**src/rtl/child_pkg.sv**
```systemverilog
// Shared constants and types for the child sprite motion controller.
package child_pkg;

  typedef logic signed [10:0] coord_t;

  localparam logic [7:0] KEY_A = 8'h04;
  localparam logic [7:0] KEY_D = 8'h07;
  localparam logic [7:0] KEY_W = 8'h1A;
  localparam logic [7:0] KEY_S = 8'h16;

  typedef enum logic [1:0] {GROUND, RISE, FALL} motion_state_t;

  localparam int CHILD_HALF_W = 26;
  localparam int CHILD_HALF_H = 30;
  localparam int SCREEN_W     = 640;
  localparam int SCREEN_H     = 480;

  localparam coord_t X_START  = 11'sd320;
  localparam coord_t X_MIN    = 11'sd26;
  localparam coord_t X_MAX    = 11'sd613;
  localparam coord_t Y_MIN    = 11'sd30;
  localparam coord_t Y_GROUND = 11'sd449;
  localparam coord_t X_STEP   = 11'sd2;

  localparam logic [4:0] JUMP_V0 = 5'd8;
  localparam logic [4:0] GRAVITY = 5'd1;
  localparam logic [4:0] VMAX    = 5'd12;

  function automatic coord_t to_coord(input logic [9:0] v);
    return coord_t'({1'b0, v});
  endfunction

endpackage

```
**src/rtl/child_motion_frame_tick_gen.sv**
```systemverilog
// Frame tick generator: registers vsync and flags its falling edge.
module frame_tick_gen (
  input  logic Clk,
  input  logic Reset_n,
  input  logic vsync,
  output logic tick
);

  logic vsync_q;

  // Resetting to 0 suppresses a false edge when reset releases with vsync low.
  always_ff @(posedge Clk or negedge Reset_n) begin
    if (!Reset_n) vsync_q <= 1'b0;
    else          vsync_q <= vsync;
  end

  assign tick = vsync_q & ~vsync;

endmodule

```
**src/rtl/child_motion.sv**
```systemverilog
// Per-frame motion controller for the child sprite.
// Build macro CHILD_JUMP_EN enables the jump/gravity FSM; otherwise W/S step y.
//   state  | meaning
//   GROUND | standing on ground, W starts a jump
//   RISE   | moving up, vy decreasing
//   FALL   | moving down, vy increasing to VMAX
module child_motion
  import child_pkg::*;
(
  input  logic       Clk,
  input  logic       Reset_n,
  input  logic       vsync,
  input  logic [7:0] keycode,
  output logic [9:0] centerx,
  output logic [9:0] centery,
  output logic       airborne,
  output logic       update_strobe
);

  logic       tick;
  coord_t     x_cur, y_cur, x_left, x_right;
  logic [9:0] x_next, y_next;

  frame_tick_gen u_tick (
    .Clk     (Clk),
    .Reset_n (Reset_n),
    .vsync   (vsync),
    .tick    (tick)
  );

  assign x_cur   = to_coord(centerx);
  assign y_cur   = to_coord(centery);
  assign x_left  = x_cur - X_STEP;
  assign x_right = x_cur + X_STEP;

  always_comb begin
    x_next = centerx;
    if (keycode == KEY_A)      x_next = (x_left < X_MIN)  ? X_MIN[9:0] : x_left[9:0];
    else if (keycode == KEY_D) x_next = (x_right > X_MAX) ? X_MAX[9:0] : x_right[9:0];
  end

`ifdef CHILD_JUMP_EN
  motion_state_t state, state_next;
  logic [4:0]    vy, vy_next, vy_dec, vy_inc;
  coord_t        vy_c, y_up, y_dn;

  assign vy_c   = coord_t'({6'd0, vy});
  assign y_up   = y_cur - vy_c;
  assign y_dn   = y_cur + vy_c;
  assign vy_dec = vy - GRAVITY;
  assign vy_inc = vy + GRAVITY;

  always_comb begin
    state_next = state;
    vy_next    = vy;
    y_next     = centery;
    case (state)
      GROUND: begin
        if (keycode == KEY_W) begin
          y_next     = centery - {5'd0, JUMP_V0};
          vy_next    = JUMP_V0 - GRAVITY;
          state_next = RISE;
        end
      end
      RISE: begin
        if (y_up < Y_MIN) begin
          y_next     = Y_MIN[9:0];
          vy_next    = '0;
          state_next = FALL;
        end else begin
          y_next  = y_up[9:0];
          vy_next = vy_dec;
          if (vy_dec == '0) state_next = FALL;
        end
      end
      FALL: begin
        if (y_dn >= Y_GROUND) begin
          y_next     = Y_GROUND[9:0];
          vy_next    = '0;
          state_next = GROUND;
        end else begin
          y_next  = y_dn[9:0];
          vy_next = (vy_inc > VMAX) ? VMAX : vy_inc;
        end
      end
      default: begin
        vy_next    = '0;
        state_next = GROUND;
      end
    endcase
  end

  always_ff @(posedge Clk or negedge Reset_n) begin
    if (!Reset_n) begin
      state <= GROUND;
      vy    <= '0;
    end else if (tick) begin
      state <= state_next;
      vy    <= vy_next;
    end
  end

  assign airborne = (state != GROUND);
`else
  coord_t y_up, y_dn;

  assign y_up = y_cur - X_STEP;
  assign y_dn = y_cur + X_STEP;

  always_comb begin
    y_next = centery;
    if (keycode == KEY_W)      y_next = (y_up < Y_MIN)    ? Y_MIN[9:0]    : y_up[9:0];
    else if (keycode == KEY_S) y_next = (y_dn > Y_GROUND) ? Y_GROUND[9:0] : y_dn[9:0];
  end

  assign airborne = 1'b0;
`endif

  always_ff @(posedge Clk or negedge Reset_n) begin
    if (!Reset_n) begin
      centerx       <= X_START[9:0];
      centery       <= Y_GROUND[9:0];
      update_strobe <= 1'b0;
    end else begin
      update_strobe <= tick;
      if (tick) begin
        centerx <= x_next;
        centery <= y_next;
      end
    end
  end

endmodule
```
**config.mk**
```make
export PLATFORM = sky130hd
export DESIGN_NAME = child_motion
export DESIGN_NICKNAME = d
export VERILOG_FILES = /design/src/rtl/child_pkg.sv /design/src/rtl/child_motion_frame_tick_gen.sv /design/src/rtl/child_motion.sv
export SDC_FILE = /design/constraint.sdc
export NUM_CORES = 1
export LEC_CHECK = 0
export BUFFER_PORTS_ARGS = -buffer_cell sky130_fd_sc_hd__buf_2
export CORE_ASPECT_RATIO = 0.6
export CORE_MARGIN = 2
export CORE_UTILIZATION = 30
export DETAILED_ROUTE_END_ITERATION = 8
export PLACE_DENSITY = 0.53
export SKIP_CTS_REPAIR_TIMING = 1
export SYNTH_ARGS = -nofsm -noshare
export SYNTH_HDL_FRONTEND = slang
export SYNTH_SLANG_ARGS = --single-unit
```
**constraint.sdc**
```tcl
create_clock -name Clk -period 6.57 [get_ports Clk]
set_input_delay 0.3285 -clock Clk [delete_from_list [all_inputs] [get_ports Clk]]
set_output_delay 0.3285 -clock Clk [all_outputs]
set_load 0.02 [all_outputs]
```
After elaboration in Yosys (flattened, before gate mapping)
Cells that the tools add are included.
- add/subtract/negate cells: 4
- $lt $le $gt $ge: 4
- equal/unequal tests: 4
- mux-type cells: 8
- bitwise logic cells: 2
- reductions and logical operators: 4
- operator list (operator ; count):
    10-bit 2-to-1 mux ; 8
    10-bit by 2-bit adder with 11-bit output, second input constant ; 2
    11-bit by 6-bit < comparator with 1-bit output, second input constant ; 2
    10-bit by 2-bit subtractor with 11-bit output, second input constant ; 2
    8-bit by 3-bit equality test with 1-bit output, second input constant ; 2
    8-bit by 5-bit equality test with 1-bit output, second input constant ; 2
    11-bit by 10-bit > comparator with 1-bit output, second input constant ; 1
    11-bit > comparator, second input constant ; 1
    2-bit AND reduction ; 2
    2-bit nonzero test ; 2
    1-bit AND ; 1
    1-bit NOT ; 1
- register bits: 22
- bits of input ports: 11
- output and inout bits: 22
- logic and storage cells: 30

Longest topological paths before layout
Gate-level depths: netlist (run 1).
- word-level depth: 5
- gate-level depth with buffers: 9
- mapped depth without buffers: 8

By module
From an unflattened synthesis (run 1), not the netlist that was laid out.
- cell total of the unflattened synthesis: 302
- area total of the unflattened synthesis: 2358.5 um^2
- modules (own cells, without submodules) (module ; instances ; cells an instance ; area an instance (um^2) ; sequential area each (um^2)):
    child_motion ; 1 ; 300 ; 2319.7 ; 533.0
    frame_tick_gen ; 1 ; 2 ; 38.8 ; 25.0

Worst setup path after synthesis (run 1)
No wires, ideal clock.
- kind: flip-flop to flip-flop
- start: register centerx[1]
- end: register centerx[5]
- setup time: 0.131 ns
- data arrival time: 2.632 ns
- data required time: 6.439 ns
- slack: 3.806 ns
- stages on the path, launching flop included: 9
- buffers on the path: 1
- period minus slack after synthesis: 2.764 ns
- cells stage by stage: dfrtp_1 -> buf_2 -> inv_1 -> ha_1 -> nor4b_1 -> or4_1 -> o31a_1 -> a32o_1 -> or3_1
- word-level cells in the longest chain between the ends: 5
- elaborated cells on any way between the ends: 8
- those cells by class: 2 x add/sub; 2 x order compare; 4 x mux
- RTL lines (item ; RTL line ; RTL):
    start, declared ; child_motion.sv:14 ; output logic [9:0] centerx,
    start signal, assigned ; child_motion.sv:121 ; centerx <= X_START[9:0];
    start signal, assigned ; child_motion.sv:127 ; centerx <= x_next;
    10-bit by 2-bit adder with 11-bit output ; child_motion.sv:34 ; assign x_right = x_cur + X_STEP;
    11-bit > comparator ; child_motion.sv:39 ; else if (keycode == KEY_D) x_next = (x_right > X_MAX) ? X_MAX[9:0] : x_right[9:0];
    10-bit 2-to-1 mux (2 in a row) ; child_motion.sv:39 ;
    10-bit 2-to-1 mux * ; child_motion.sv:38 ; if (keycode == KEY_A) x_next = (x_left < X_MIN) ? X_MIN[9:0] : x_left[9:0];
Every way passes the cells marked *; elsewhere a longest branch is shown, timed or not. The select of a mux whose other input is x is not followed.
A chain may end at the register's enable or synchronous reset.

Final worst setup path (run 1)
- start: register centerx[2]
- end: register centerx[5]
Same word-level chain as after synthesis.

==> results of run 1 <==
-- cells in the mapped netlist, types with 4 or more instances --
cell,count
a211oi_1,5
a21oi_1,17
a31oi_1,9
and2_1,7
and3_1,6
buf_2,13
clkbuf_1,8
dfrtp_1,16
dfstp_2,6
ha_1,8
inv_1,11
nand2_1,25
nand2b_1,8
nand3_1,12
nand3b_1,4
nor2_1,20
nor2b_1,4
nor3_1,12
nor3_2,4
nor4_1,10
o211ai_1,6
o21ai_0,18
o31ai_1,7
or3_1,6
-- final cells by class --
| type | count | area, um2 |
|---|---|---|
| Sequential cell | 22 | 558 |
| Inverter | 11 | 41.3 |
| Timing Repair Buffer | 31 | 155 |
| Clock buffer | 3 | 75.1 |
| Multi-Input combinational cell | 253 | 1680 |
| Fill cell | 849 | 5180 |
| Clock inverter | 1 | 30.0 |
| Tap cell | 108 | 135 |
-- flip-flops by register name, summed over array words and instances, names as in the netlist --
| register | count |
|---|---|
| centery | 10 |
| centerx | 10 |
| update_strobe | 1 |
| u_tick.vsync_q | 1 |
-- placed cells by master, fill, tap and decap left out, types with 3 or more instances in the layout --
cell	count
or4_1	3
o21ai_0	18
nand2b_1	8
nor3_2	4
dfstp_2	6
nor4_1	10
a22oi_1	3
o31ai_1	7
clkbuf_16	3
nand2_1	25
nor2_1	20
xor2_1	3
ha_1	8
a31oi_1	9
buf_2	31
nand3b_1	4
inv_1	11
a211oi_1	5
nor3_1	12
xnor2_1	3
nand3_1	12
and3_1	6
or3_1	6
a221o_1	3
a21oi_1	17
dfrtp_1	16
and2_1	7
nor2b_1	4
a21o_1	3
o211ai_1	6
-- metrics by stage --
| stage | power (mW) | util [%] | hold slack (ns) |
|---|---|---|---|
| 6_report | 0.375 | 34.0 | 0.0505 |
| 5_1_grt | 0.390 | 34.0 | 0.0937 |
| 4_1_cts | 0.376 | 34.0 | 0.0754 |
| 3_5_place_dp | 0.197 | 32.7 | 0.365 |
| 3_3_place_gp | 0.198 | 32.7 | 0.359 |
| 2_1_floorplan | 0.180 | - | 0.0329 |
-- final timing paths --
path,endpoint,slack (ns)
setup / recovery,centerx[5],3.62
hold / removal,centery[2],0.05
setup reg to reg,centerx[5],3.62
hold reg to reg,centery[0],0.54
max in group asynchronous,centery[8],6.13
min in group Clk,u_tick.vsync_q,0.19
-- per-layer routing --
| layer | global-route usage, % | vias to the layer above | wire length [um] |
|---|---|---|---|
| met2 | 22.5 | 150 | 2800 |
| met1 | 30.2 | 1228 | 3880 |
| met4 | 4.58 | 0 | 99 |
| met5 | 0 | - | 0 |
| met3 | 4.43 | 8 | 888 |
| li1 | - | 1200 | - |
-- critical path, delay by kind of cell, from the launching register on --
kind,cells,cell delay [ns]
compound gates,2,0.62
fa+ha+maj,1,0.29
buf+inv,1,0.19
flops,1,0.65
simple gates,3,1.07
-- power breakdown --
| group | switching, mW | internal, mW |
|---|---|---|
| combinational | 0.0312 | 0.0183 |
| clock | 0.0571 | 0.121 |
| sequential | 0.00829 | 0.138 |
-- logic make-up after synthesis --
family / synth area share [%]
compound gates: 29.2
xor+xnor: 2.18
fa+ha+maj: 4.14
buf+inv: 7.56
flops: 23.1
mux: 1.29
other cells: 0.155
simple gates: 32.4
==> qor.csv, run 1 <==
metric,value,unit
VDD IR-drop max,0.0000920,V
total grt overflow,0,
number of max-cap violations,0,
root buf cell,clkbuf_16,
RSZ-0062 raised after global routing,no,
final hold violations,0,
vias in the first global route,2292,
Final Wtd Congestion,0.976,
static leakage,0.971,nW
ANT cells,0,
Post-synth EDFFs,0,
CTS Buf Count,3,
PwrDens,140,nW/um2
critical-path cell list,"inv_1, ha_1, nor4b_1, or4_1, o31a_1, a32o_1, or3_1",
CP startpoint kind,flip-flop,
Die Wd,120,um
Rel. slew slack,22.9,%
Worst Skew,0.00964,ns
die area,8810,um2
Syn Nets,332,
DR vias/cell,6.03,
"Seq/Total Area, Yosys",23.1,%
final worst slack,3.62,ns
CTS Buffer Depth,2,
antenna violations before repair,0,
Max H-tree Level,1,
Slew Limit Fails,0,
Critical Path End Type,flip-flop,
TritonCTS clock tree,done,
WP data arrival,3.09,ns
Yosys top cell by area,dfrtp_1,
TNS Setup,0,ns
Hold Path Class,input port to async pin,
CP Launch Point,centerx[2],
fmax,339,MHz
unique cell type count in the Yosys netlist,72,
ys async rst share,100,%
Syn Inst Count,313,
Yosys top cell area share,16.6,%
Area Growth Syn to Fin,10.5,%
main area contributors after synthesis,"dfrtp_1 17%, dfstp_2 6.5%, ha_1 4.1%",
DRT Pass-1 Iters,5,
CP peak stage delay,0.65,ns
Syn Std Cell Area,2420,um2
Ys Warns,0,
#FFs+latches synth,22,
final non-filler cell total,429,
Clock Latency Late Sink,0.26,ns
share of cells above drive strength 1,18.1,%
Required @ worst endpoint,6.71,ns
initial core utilization,30.8,%
Final period util,44.9,%
Core Region,7850,um2
post-route cell area,2670,um2
first-pass GRT wire length,12.7,mm
Total GRT Usage,18.4,%
Synth Flop Type,dfrtp_1,
Post-DP HPWL,5.62,mm
dpl cell area,2560,um2
worst-margin pin slew,1.14,ns
CP max FO,15,
Row Count,25,
final WL,7.66,mm
kind of critical path,flip-flop to flip-flop,
run status,"complete, no violations",
R2R Path Start,centerx[2],
largest net degree at the start of global routing,23,
IO buf count,31,
IO Pins,33,
post-place setup slack,3.67,ns
Clock Pin Slew Worst Setup and Hold Paths,0.07,ns
DRT iter0 DRCs,293,
Post-Syn Area per Cell,7.72,um2
routed wire length per instance,17.9,um
Residual DRC,0,
vias,2586,
r2r worst-path depth,7,
Tmin final,2.95,ns
clock sink count,22,
placed cell count,425,
Nets,341,
Antenna Nets Post-Route,0,
Setup Viol. Count Final,0,
die extent in y,73.5,um
Slowest cell on crit path,dfrtp_1,
Note: power is estimated with default switching activity, not from simulation.
==> run 2: changes to the inputs <==
--- a/config.mk
+++ b/config.mk
@@ -5,12 +5,13 @@
 export SDC_FILE = /design/constraint.sdc
 export NUM_CORES = 1
 export LEC_CHECK = 0
+export ABC_AREA = 1
 export BUFFER_PORTS_ARGS = -buffer_cell sky130_fd_sc_hd__buf_2
 export CORE_ASPECT_RATIO = 0.6
 export CORE_MARGIN = 2
 export CORE_UTILIZATION = 30
 export DETAILED_ROUTE_END_ITERATION = 8
-export PLACE_DENSITY = 0.53
+export PLACE_DENSITY = 0.55
 export SKIP_CTS_REPAIR_TIMING = 1
 export SYNTH_ARGS = -nofsm -noshare
 export SYNTH_HDL_FRONTEND = slang
==> constraint.sdc (replaced) <==
create_clock -name Clk -period 2.6 [get_ports Clk]
set_input_delay 0.13 -clock Clk [delete_from_list [all_inputs] [get_ports Clk]]
set_output_delay 0.13 -clock Clk [all_outputs]
set_load 0.02 [all_outputs]
==> run 2 against run 1 <==
  * Non-clock buffer count grew 1
  * Clock power grew 87%
  * Utilization grew 0.59 points
  * Wire length shrank 13%
  * Register-to-register slack lost 3.2 ns
  * Global-route usage shrank 2.2 points
  * Worst setup slack lost 3.2 ns
  * Sequential share of layout area shrank 0.11 points
  * Largest cell class unchanged
==> qor.csv, run 2 <==
metric,value,unit
DRT Pass-1 Iters,6,
Row Count,25,
routed wire length per instance,12.8,um
TNS Setup,0,ns
Core Region,7760,um2
"commonest non-fill, non-tap cell in the layout",nand2_1,
CP Launch Point,centery[1],
ANT cells,0,
Required @ worst endpoint,2.75,ns
IO buf count,31,
Rel. slew slack,66.7,%
Ys Warns,0,
Yosys top cell by area,nand2_1,
"Seq/Total Area, Yosys",23.6,%
static leakage,1.42,nW
worst hold slack,0.00641,ns
IO Pins,33,
fmax,453,MHz
Total GRT Usage,16.2,%
Hold Path Class,input port to flip-flop,
most frequent cells in the layout,"121 x nand2_1, 40 x nand3_1, 39 x inv_1, 38 x nor2_1, 31 x buf_2",
"count leader, synth",nand2_1,
reg-to-reg critical path endpoint,centery[3],
DRT iter0 DRCs,319,
fill count,847,
ys async rst share,100,%
root buf cell,clkbuf_16,
clock sink count,22,
Post-Syn Area per Cell,6.14,um2
R2R Path Start,centery[1],
Final Wtd Congestion,0.897,
Final period util,84.8,%
die area,8630,um2
worst hold path depth,1,
Worst R2R Setup Slack,0.39,ns
number of max-cap violations,0,
Residual DRC,0,
worst-margin pin slew,0.498,ns
FF/Latch Area,558,um2
final hold violations,0,
Critical Path End Type,flip-flop,
Die Wd,119,um
min-delay src,vsync,
Syn Std Cell Area,2360,um2
total grt overflow,0,
Slew Limit Fails,0,
unique cell type count in the Yosys netlist,33,
kind of critical path,flip-flop to flip-flop,
final WL,6.65,mm
run status,"complete, no violations",
vias,2462,
Yosys top cell area share,19.2,%
Syn Inst Count,385,
Commonest cells post-synth,"121 x nand2_1, 40 x nand3_1, 39 x inv_1",
VDD IR-drop max,0.000184,V
TritonCTS clock tree,done,
Multi-input gate area,1540,um2
share of cells above drive strength 1,21.8,%
largest net degree at the start of global routing,23,
DR vias/cell,4.73,
CP max FO,8,
RSZ-0062 raised after global routing,no,
CTS Buffer Depth,2,
Clock Pin Slew Worst Setup and Hold Paths,0.06,ns
Setup Viol. Count Final,0,
r2r worst-path depth,15,
die extent in y,72.8,um
Top Registers,"centerx: 10 flops, centery: 10 flops",
Area Growth Syn to Fin,13.5,%
Synth Flop Type,dfrtp_1,
#FFs+latches synth,22,
Syn Nets,404,
WP data arrival,2.35,ns
initial core utilization,30.5,%
Max H-tree Level,1,
Tmin final,2.21,ns
Post-synth EDFFs,0,
first-pass GRT wire length,11.2,mm
Nets,433,
main area contributors after synthesis,"nand2_1 19%, dfrtp_1 17%, nand3_1 8.5%",
Worst Skew,0.000903,ns
CTS Buf Count,3,
Clock Latency Late Sink,0.25,ns
antenna violations before repair,0,
crit path to,centery[3],
vias in the first global route,2175,
Post-DP HPWL,5.35,mm
Antenna Nets Post-Route,0,
CP startpoint kind,flip-flop,
PwrDens,359,nW/um2
run 2: cell types whose count changed after synthesis, sizes merged, moves of 8 or more:
cell,previous run,this run
a21oi,17,8
a31oi,9,0
buf,18,8
clkbuf,9,0
inv,11,54
nand2,25,133
nand2b,8,0
nand3,12,45
nand4,2,16
nor2,21,51
nor3,16,4
nor4,11,1
run 2: metrics by stage:
stage          total power [mW]  cells  util [%]  cell area [um2]  setup slack (ns)
2_1_floorplan             0.564    385         -             2360             0.679
3_3_place_gp              0.636    516      33.5             2590             0.475
3_5_place_dp              0.633    516      33.5             2590             0.404
4_1_cts                   0.969    520      34.5             2670             0.386
5_1_grt                    1.02    521      34.6             2680             0.109
6_report                  0.963    521      34.6             2680             0.394
run 2: power by group:
part           total (mW)  internal [mW]  switching (mW)
logic               0.229         0.0754           0.153
registers           0.402          0.364          0.0382
clock network       0.332          0.209           0.123
total               0.963          0.649           0.314
run 2: per-layer routing:
layer / GRT usage [%] / wire length [um] / vias up
li1: - / - / 1283
met1: 27.7 / 3830 / 1093
met2: 19.2 / 2310 / 84
met3: 3.83 / 484 / 2
met4: 2.38 / 27 / 0
met5: 0 / 0 / -
run 2: cell type report:
class | instances | area share, %
Clock buffer | 4 | 2.94
Tap cell | 108 | 5.03
Sequential cell | 22 | 20.8
Multi-Input combinational cell | 300 | 57.4
Inverter | 55 | 7.69
Timing Repair Buffer | 32 | 6.15
run 2: logic make-up (layout without fill, tap and decap cells):
group / count (synthesis) / after routing / synth area share (%)
buf+inv: 63 / 91 / 11.3
simple gates: 255 / 255 / 51.7
compound gates: 31 / 31 / 7.14
fa+ha+maj: 8 / 8 / 4.23
other cells: 1 / 1 / 0.159
flops: 22 / 22 / 23.6
xor+xnor: 5 / 5 / 1.85
run 2: critical path, cell delays in order (launching register included):
cell and delay [ns]:
dfrtp_1 0.48, inv_2 0.15, ha_1 0.24, inv_1 0.09
nor2_4 0.12, nand2_1 0.09, nor2_1 0.16, nand2_1 0.07
nand2_1 0.06, nand2_1 0.10, nand3_4 0.13, nand2_1 0.07
nand2_2 0.11, nand2_1 0.07, nor2_1 0.12, nor2_2 0.04
run 2: worst min path at each step:
stage                     slack, ns             end
final                         0.006  u_tick.vsync_q
after global routing           0.02  u_tick.vsync_q
after CTS                     -0.14      centerx[7]
after detailed placement       0.13      centerx[9]
after global placement         0.13      centerx[7]
after floorplan               -0.17      centerx[0]
==> run 3: changes to the inputs <==
--- a/config.mk
+++ b/config.mk
@@ -5,7 +5,7 @@
 export SDC_FILE = /design/constraint.sdc
 export NUM_CORES = 1
 export LEC_CHECK = 0
-export ABC_AREA = 1
+export ABC_AREA = 0
 export BUFFER_PORTS_ARGS = -buffer_cell sky130_fd_sc_hd__buf_2
 export CORE_ASPECT_RATIO = 0.6
 export CORE_MARGIN = 2
==> constraint.sdc (replaced) <==
create_clock -name Clk -period 1.9 [get_ports Clk]
set_input_delay 0.095 -clock Clk [delete_from_list [all_inputs] [get_ports Clk]]
set_output_delay 0.095 -clock Clk [all_outputs]
set_load 0.02 [all_outputs]
==> run 3 against run 2 <==
  * Largest cell class unchanged
  * Wire length rose by 48%
  * Clock power up 52%
  * Via count increased by 28%
  * The run now ends with setup timing left
  * Critical path type unchanged
==> qor.csv, run 3 (synthesized netlist as in run 1, its figures left out) <==
metric,value,unit
run status,finished with violations,
failing checks,setup timing,
Max H-tree Level,1,
antenna violations before repair,0,
die area,8810,um2
Tmin final,2.37,ns
Post-DP HPWL,7.40,mm
CP startpoint kind,flip-flop,
number of max-cap violations,0,
die extent in y,73.5,um
Nets,485,
most frequent cells in the layout,"128 x buf_4, 32 x buf_2, 22 x nand2_1, 18 x nor2_1, 16 x a21oi_1",
DR vias/cell,5.52,
WP data arrival,2.51,ns
IO buf count,31,
Slowest cell on crit path,or4_1,
"commonest non-fill, non-tap cell in the layout",buf_4,
share of cells above drive strength 1,56.8,%
DRT iter0 DRCs,290,
routed wire length per instance,17.2,um
post-route cell area,4260,um2
CTS Buf Count,3,
crit path buf inv count,1,
final WL,9.84,mm
RSZ-0062 raised after global routing,yes,
TNS Setup,-6.28,ns
fmax,421,MHz
Row Count,25,
Total GRT Usage,20.9,%
first-pass GRT wire length,14.4,mm
Clock Latency Late Sink,0.26,ns
IO Pins,33,
Top Registers,"centerx: 10 flops, centery: 10 flops",
CP max FO,3,
Top delay family on crit path,simple AND/OR/NAND/NOR gates,
metal1 wirelength,4.94,mm
Final Wtd Congestion,0.915,
post-place setup slack,-0.422,ns
Core Region,7850,um2
vias,3161,
Multi-input gate area,2100,um2
fill count,740,
Rel. slew slack,62.3,%
met3 wire len,875,um
worst-margin pin slew,0.565,ns
Area Growth Syn to Fin,76.1,%
CP peak stage delay,0.53,ns
FF/Latch Area,567,um2
PwrDens,320,nW/um2
PnR Total Power,1.36,mW
root buf cell,clkbuf_16,
Antenna Nets Post-Route,0,
Slew Limit Fails,0,
final hold violations,0,
Setup Viol. Count Final,19,
Residual DRC,0,
TritonCTS clock tree,done,
total grt overflow,0,
metal2 WL,3.99,mm
Die Wd,120,um
DRT Pass-1 Iters,5,
final worst slack,-0.474,ns
Hold Path Class,input port to flip-flop,
static leakage,1.74,nW
initial core utilization,30.8,%
VDD IR-drop max,0.000397,V
Required @ worst endpoint,2.04,ns
vias in the first global route,2768,
ANT cells,0,
Worst Skew,0.00315,ns
critical-path cell list,"inv_4, ha_4, nand3b_1, a21oi_1, or4_1, o31a_1, a32o_1, or3_1",
Critical Path End Type,flip-flop,
kind of critical path,flip-flop to flip-flop,
Final period util,125,%
clock sink count,22,
uppermost layer routed,met4,
largest net degree at the start of global routing,23,
CTS Buffer Depth,2,
Clock Pin Slew Worst Setup and Hold Paths,0.06,ns
dpl cell area,3640,um2
==> run 3: through the flow <==
stage / instances / hold slack [ns] / util (%)
after floorplan: 313 / -0.201 / -
after global placement: 549 / 0.116 / 46.3
after detailed placement: 549 / 0.114 / 46.3
after CTS: 553 / -0.160 / 47.5
after global routing: 573 / 0.321 / 54.2
final: 573 / 0.269 / 54.2
==> run 3: area by class of cell <==
class                   instances  share of cell area (%)
multi-input cells             253                    49.4
repair buffers                175                    31.0
flip-flops and latches         22                    13.3
well taps                     108                    3.18
clock buffers                   4                    2.09
inverters                      11                    1.09
==> run 3: final timing paths <==
kind	slack [ns]	end	startpoint	cells after the start
setup / recovery	-0.47	centerx[5]	centerx[2]	8
hold / removal	0.27	update_strobe	vsync	4
setup reg to reg	-0.47	centerx[5]	centerx[2]	8
hold reg to reg	0.62	centerx[0]	centerx[0]	2
max in group asynchronous	1.15	centery[1]	Reset_n	2
min in group asynchronous	0.35	centery[9]	Reset_n	2
==> run 3: layer usage <==
| metal | GRT usage [%] | up-vias |
|---|---|---|
| met5 | 0 | - |
| met4 | 1.70 | 0 |
| met3 | 5.90 | 4 |
| met2 | 27.7 | 116 |
| met1 | 33.4 | 1543 |
| li1 | - | 1498 |
==> run 3: power breakdown <==
part | switching (mW) | leakage [nW] | internal (mW)
clock | 0.184 | 0.0442 | 0.322
sequential | 0.0157 | 0.245 | 0.480
combinational | 0.175 | 1.46 | 0.184
==> run 3: worst min-delay path: cells and delay by family <==
family                 cells  cell delay (ns)
and+or+nand+nor            1             0.13
buffers and inverters      3             0.26
